$ cat config.mk
export PLATFORM = sky130hd
export DESIGN_NAME = fwd_ctrl
export DESIGN_NICKNAME = d
export VERILOG_FILES = /design/src/rtl/fwd_ctrl.sv
export SDC_FILE = /design/constraint.sdc
export NUM_CORES = 1
export LEC_CHECK = 0
export ABC_AREA = 1
export CORE_UTILIZATION = 50
export CTS_BUF_LIST = sky130_fd_sc_hd__clkbuf_4 sky130_fd_sc_hd__clkbuf_8
export CTS_CLUSTER_DIAMETER = 150
export DETAILED_ROUTE_END_ITERATION = 7
export GPL_TIMING_DRIVEN = 0
export PLACE_DENSITY_LB_ADDON = 0.25
export SYNTH_ARGS = -nofsm -noshare
export SYNTH_HDL_FRONTEND = slang
export SYNTH_SLANG_ARGS = --single-unit
$ cat constraint.sdc
create_clock -name clk -period 2.37 [get_ports clk]
set_input_delay 0.474 -clock clk [delete_from_list [all_inputs] [get_ports clk]]
set_output_delay 0.474 -clock clk [all_outputs]
set_load 0.03 [all_outputs]
$ cat src/rtl/fwd_ctrl.sv
// Forwarding and load-use interlock controller for the ID stage of a 5-stage MIPS pipeline.
// Define FWD_CTRL_FORWARD_EN for operand forwarding; otherwise the block is a pure interlock.
module fwd_ctrl (
  input  logic        clk,
  input  logic        clrn,
  input  logic        hold,
  input  logic [4:0]  rs,
  input  logic [4:0]  rt,
  input  logic        usert,
  input  logic [4:0]  rn,
  input  logic        wreg,
  input  logic        m2reg,
  output logic [1:0]  fwda,
  output logic [1:0]  fwdb,
  output logic        wpcir,
  output logic        bubble,
  output logic [15:0] stall_cnt
);

  logic [4:0]  ern_q, ern_d, mrn_q, mrn_d;
  logic        ewreg_q, ewreg_d, em2reg_q, em2reg_d;
  logic        mwreg_q, mwreg_d, mm2reg_q, mm2reg_d;
  logic [15:0] stall_cnt_q, stall_cnt_d;
  logic        ex_rs, ex_rt, mem_rs, mem_rt;
  logic        stall;

  // Register $0 is hard-wired, so a write to it is never a dependency.
  assign ex_rs  = ewreg_q && (ern_q != 5'd0) && (ern_q == rs);
  assign ex_rt  = ewreg_q && (ern_q != 5'd0) && (ern_q == rt);
  assign mem_rs = mwreg_q && (mrn_q != 5'd0) && (mrn_q == rs);
  assign mem_rt = mwreg_q && (mrn_q != 5'd0) && (mrn_q == rt);

`ifdef FWD_CTRL_FORWARD_EN
  always_comb begin
    fwda = 2'b00;
    fwdb = 2'b00;
    if (ex_rs && !em2reg_q) fwda = 2'b01;
    else if (mem_rs)        fwda = mm2reg_q ? 2'b11 : 2'b10;
    if (ex_rt && !em2reg_q) fwdb = 2'b01;
    else if (mem_rt)        fwdb = mm2reg_q ? 2'b11 : 2'b10;
  end

  // Only a load still in EX cannot be forwarded in time.
  assign stall = (ex_rs || (usert && ex_rt)) && em2reg_q;
`else
  logic unused_m2reg;

  assign fwda         = 2'b00;
  assign fwdb         = 2'b00;
  assign stall        = ex_rs || (usert && ex_rt) || mem_rs || (usert && mem_rt);
  assign unused_m2reg = em2reg_q ^ mm2reg_q;
`endif

  assign wpcir     = !(stall || hold);
  assign bubble    = stall && !hold;
  assign stall_cnt = stall_cnt_q;

  always_comb begin
    ern_d       = ern_q;
    ewreg_d     = ewreg_q;
    em2reg_d    = em2reg_q;
    mrn_d       = mrn_q;
    mwreg_d     = mwreg_q;
    mm2reg_d    = mm2reg_q;
    stall_cnt_d = stall_cnt_q;
    if (!hold) begin
      mrn_d    = ern_q;
      mwreg_d  = ewreg_q;
      mm2reg_d = em2reg_q;
      // A stalled instruction stays in ID while a nop enters EX.
      if (stall) begin
        ern_d    = 5'd0;
        ewreg_d  = 1'b0;
        em2reg_d = 1'b0;
        if (stall_cnt_q != 16'hFFFF) stall_cnt_d = stall_cnt_q + 16'd1;
      end else begin
        ern_d    = rn;
        ewreg_d  = wreg;
        em2reg_d = m2reg;
      end
    end
  end

  always_ff @(posedge clk or negedge clrn) begin
    if (!clrn) begin
      ern_q       <= 5'd0;
      ewreg_q     <= 1'b0;
      em2reg_q    <= 1'b0;
      mrn_q       <= 5'd0;
      mwreg_q     <= 1'b0;
      mm2reg_q    <= 1'b0;
      stall_cnt_q <= 16'd0;
    end else begin
      ern_q       <= ern_d;
      ewreg_q     <= ewreg_d;
      em2reg_q    <= em2reg_d;
      mrn_q       <= mrn_d;
      mwreg_q     <= mwreg_d;
      mm2reg_q    <= mm2reg_d;
      stall_cnt_q <= stall_cnt_d;
    end
  end

endmodule
* Yosys cells after proc, flatten, opt, wreduce, memory -nomap -nowiden
Index checks and enable logic that the tools add are counted.
** Operators by class
- Bitwise gates (word level) :: 1
- Equality and inequality tests :: 5
- Add/sub/neg operators :: 1
- Muxes and demuxes :: 2
- Reduce and logical (&&, ||, !) cells :: 18
** Operators by type and width (count)
- $eq A5 B5 Y1 :: 4
- $add A16 B1 Y16 const B :: 1
- $ne A16 B16 Y1 const B :: 1
- $reduce_bool A5 Y1 :: 2
- $logic_and A1 B1 Y1 :: 9
- $mux W5 :: 1
- $logic_or A1 B1 Y1 :: 4
- $reduce_and A3 Y1 :: 1
- $logic_not A1 Y1 :: 2
- $mux W1 :: 1
- $not A1 Y1 :: 1
** Word-level totals
- Logic and storage cells :: 32
- Register bits :: 28
- Input port bits :: 21
- Output and inout bits :: 22

* Longest topological paths before layout
- Word-level depth :: 9
- Depth in mapped cells :: 12
- Depth with buffers taken out :: 11

* Worst setup path after synthesis
Ideal clock, no wire load.
- Kind :: input to output
- From :: in rt[4]
- To :: out wpcir
- Stages :: 10
- Required time :: 1896 ps
- Slack :: 334 ps
- Arrival :: 1562 ps
- Path through :: inv_1 -> nand2_1 -> nand2_1 -> nor2_1 -> nand3_1 -> nand2_1 -> nand2_2 -> nand2_2 -> buf_4 -> nor2_1
** On the way
- Word-level cells in the longest chain between the ends :: 8
** Ends and longest elaborated chain
- start: declaration :: line 8 : input logic [4:0] rt,
- $eq A5 B5 Y1 :: line 29 : assign ex_rt = ewreg_q && (ern_q != 5'd0) && (ern_q == rt);
- $logic_and A1 B1 Y1 :: line 29
- $logic_and A1 B1 Y1 :: line 50 : assign stall = ex_rs || (usert && ex_rt) || mem_rs || (usert && mem_rt);
- $logic_or A1 B1 Y1 (2 in series) :: line 50
- $logic_or A1 B1 Y1 * :: line 50
- $logic_or A1 B1 Y1 * :: line 54 : assign wpcir = !(stall || hold);
- $logic_not A1 Y1 * :: line 54
- end: declaration :: line 15 : output logic wpcir,
Mark *: on every way between the ends. The rest lies on a longest branch, timed or not.

* Worst setup path in the final report
- From :: in usert
- To :: out wpcir
** On the way
- Word-level cells in the longest chain between the ends :: 6
** Ends and longest elaborated chain
- start: declaration :: line 9 : input logic usert,
- $logic_and A1 B1 Y1 :: line 50
- $logic_or A1 B1 Y1 (2 in series) :: line 50
- $logic_or A1 B1 Y1 * :: line 50
- $logic_or A1 B1 Y1 * :: line 54
- $logic_not A1 Y1 * :: line 54
Marked as above.

==> flow_summary_export.csv <==
group,metric,value,unit
global_routing,gr-usage-all-layers,0.2307,
yosys,syn_inst,290,
timing,fin_tns_setup,0,ns
timing,max-slew-margin-rel,0.5903,
yosys,ys_ff_latch,28,
die,die_h,63.68,um
timing,max_freq,439.0,MHz
die,die_area,4055,um2
placed_design,finalWeightedCongestion,0.9353,
clocking,clockBufferDepth,2,
worst_setup_path,cp-start-kind,"input port",
worst_setup_path,critPathKind,"input port to primary output",
finish,final_cell_area,2421,um2
worst_setup_path,rr_startpoint,"stall_cnt[0]",
worst_setup_path,endpoint_kind,"primary output",
clocking,insertion_delay,0.27,ns
placed_design,port_buffers,37,
worst_setup_path,arrival,1.80,ns
global_routing,grt_pass1_vias,1752,
timing,worst_pin_slew,0.6145,ns
power_and_ir_drop,p_leak,1.303,nW
detailed_routing,drc,1,
placed_design,place_area,2344,um2
timing,whs,0.2051,ns
detailed_routing,postRouteAntennaNets,0,
die,start_util,0.5195,
clocking,clkTransAtPathRegs,0.09,ns
detailed_routing,wl_met2,2210,um
placed_design,dpl_worst_slack,-0.6779,ns
detailed_routing,top_layer_used,"met4",
timing,worst_slack,0.09187,ns
finish,antenna_cells,0,
worst_setup_path,cpMostUsedCell,"nand2_4",
detailed_routing,dr.pass1.iters,6,
run_status,outcome,"finished, violations left",
finish,finalNetCount,359,
power_and_ir_drop,p_per_area,484.5,nW/um2
timing,grt_setup_unrepaired,"false",
global_routing,grt_max_degree,29,
detailed_routing,vias_per_cell,4.877,
die,rows,22,
power_and_ir_drop,ir_worst_vdd,0.0003666,V
flow_run,cap_violations,0,
timing,hold_viol,0,
worst_setup_path,cp_cell_sequence,"clkdlybuf4s50_1, nand2_1, nor2_2, nand3_1, nand2_2, nand2_4, nand2_4, buf_6, nor2_1, buf_4",
timing,fin_crit,2.278,ns
global_routing,antenna_found_initial,0,
worst_setup_path,worst-path-buf-inv,3,
worst_setup_path,slowest_delay,0.48,ns
yosys,synth_cell_types,22,
yosys,synth_warnings,0,
worst_setup_path,critical-path-top-delay-family,"buffers and inverters",
placed_design,placed_cells,378,
worst_setup_path,cp_slowest_cell,"clkdlybuf4s50_1",
global_routing,grt_pass1_wl,7514,um
die,die_x,63.68,um
clocking,hold_buffers,0,
global_routing,grt_overflow,0,
detailed_routing,drtIter0Drc,132,
clocking,cts_tree,"yes",
timing,final.setup_skew,0.001851,ns
yosys,postSynthAreaPerCell,6.558,um2
finish,final_layout_size_suffix_gt1_frac,0.1194,
timing,fin_crit_sh,0.9612,
detailed_routing,wl_met3,171,um
timing,setup_viol_count_final,0,
yosys,synth_area,1902,um2
detailed_routing,wl,4316,um
die,io_pins,43,
worst_setup_path,critPathMaxFanout,8,
power_and_ir_drop,fin_total_pwr,1.173,mW
worst_setup_path,crit_start,"usert",
clocking,cts_sinks,28,
yosys,synth_seq_area_share,0.3684,
die,design.core.area,3661,um2
finish,fillerInstances,367,
timing,drv_slew,0,
run_status,violations,"DRC",
worst_setup_path,critical_path_required,1.90,ns
detailed_routing,num_vias,1868,
clocking,htree_levels,1,
finish,layoutNonFillerInstCount,383,
finish,final_util,0.6613,
clocking,clockRootBuffer,"clkbuf_8",
detailed_routing,routedWlPerCell,11.27,um
clocking,cts-buffers-inserted,3,
hold_path,min_path_type,"input port to async pin",
finish,area_growth,27.30,%
detailed_routing,wl_met1,1880,um
placed_design,dp_hpwl,3231,um
[cell usage in the layout (no fill, tap or decap), types with 3 or more instances in the layout]
cell	netlist	routed
clkbuf_8	0	3
conb_1	1	4
nor3_1	5	5
inv_2	10	10
clkdlybuf4s50_1	0	25
xnor2_1	5	5
nand2_2	4	3
nand2_4	1	4
inv_1	27	27
nand4_1	8	8
nand3_1	28	28
nand2_1	121	119
xor2_1	8	8
o21ai_0	7	7
buf_4	7	10
nor2_1	22	20
dfrtp_1	28	28
dlygate4sd2_1	0	7
[power by group]
part	total (mW)	internal [mW]	switching (mW)
Sequential	0.576	0.519	0.0561
Combinational	0.344	0.140	0.204
Clock	0.254	0.114	0.140
Total	1.17	0.773	0.400
[Yosys cell counts]
cell | count | area share
nand2_1 | 121 | 0.24
dfrtp_1 | 28 | 0.37
nand3_1 | 28 | 0.074
inv_1 | 27 | 0.053
nor2_1 | 22 | 0.043
inv_2 | 10 | 0.020
nand4_1 | 8 | 0.026
xor2_1 | 8 | 0.037
buf_4 | 7 | 0.028
o21ai_0 | 7 | 0.018
nor3_1 | 5 | 0.013
xnor2_1 | 5 | 0.023
nand2_2 | 4 | 0.013
clkbuf_1 | 2 | 0.0039
a21oi_1 | 1 | 0.0026
buf_6 | 1 | 0.0059
conb_1 | 1 | 0.0020
ha_1 | 1 | 0.0066
nand2_4 | 1 | 0.0059
nor2b_1 | 1 | 0.0033
nor3_2 | 1 | 0.0053
o21ai_4 | 1 | 0.0086
[flip-flops by register name, summed over array words and instances, names as in the netlist]
register and count:
ern_q 5, stall_cnt 16, mrn_q 5, ewreg_q 1
mwreg_q 1
[final timing paths]
kind / end / slack (ns) / depth (start not counted)
setup / recovery: wpcir / 0.09 / 10
hold / removal: stall_cnt[3] / 0.21 / 1
setup reg to reg: stall_cnt[3] / 0.53 / 9
hold reg to reg: mwreg_q / 0.48 / 2
max in group asynchronous: stall_cnt[11] / 1.77 / 1
min in group clk: mwreg_q / 0.48 / 2
[cell type report]
class / instances / area, um2 / share of cell area
Inverter: 37 / 138.9 / 0.05736
Multi-Input combinational cell: 218 / 1031 / 0.4258
Clock buffer: 3 / 41.29 / 0.01705
Timing Repair Buffer: 39 / 371.6 / 0.1535
Buffer: 10 / 77.57 / 0.03204
Sequential cell: 28 / 700.7 / 0.2894
Tap cell: 48 / 60.06 / 0.02481
[cell families (layout without fill, tap and decap cells)]
logic type      count (synthesis)  in the layout  share of synthesized area
compound gates                  9              9                    0.02960
flops                          28             28                     0.3684
other cells                     1              4                   0.001972
xor+xnor                       13             13                    0.05987
buf+inv                        47             89                     0.1105
simple gates                  191            191                     0.4230
fa+ha+maj                       1              1                   0.006578
[metal layers]
metal | global-route usage | vias to the layer above
met5 | 0 | -
met4 | 0.07386 | 0
met3 | 0.02355 | 7
met2 | 0.4109 | 49
met1 | 0.2887 | 841
li1 | - | 971
[what timing repair did]
action / in CTS / in global routing
setup buffers: 2 / 0
resized for setup: 27 / 6
pin swaps: 5 / 2
setup endpoints to repair: 2 / 2
Power figures use the tool's default switching activity.
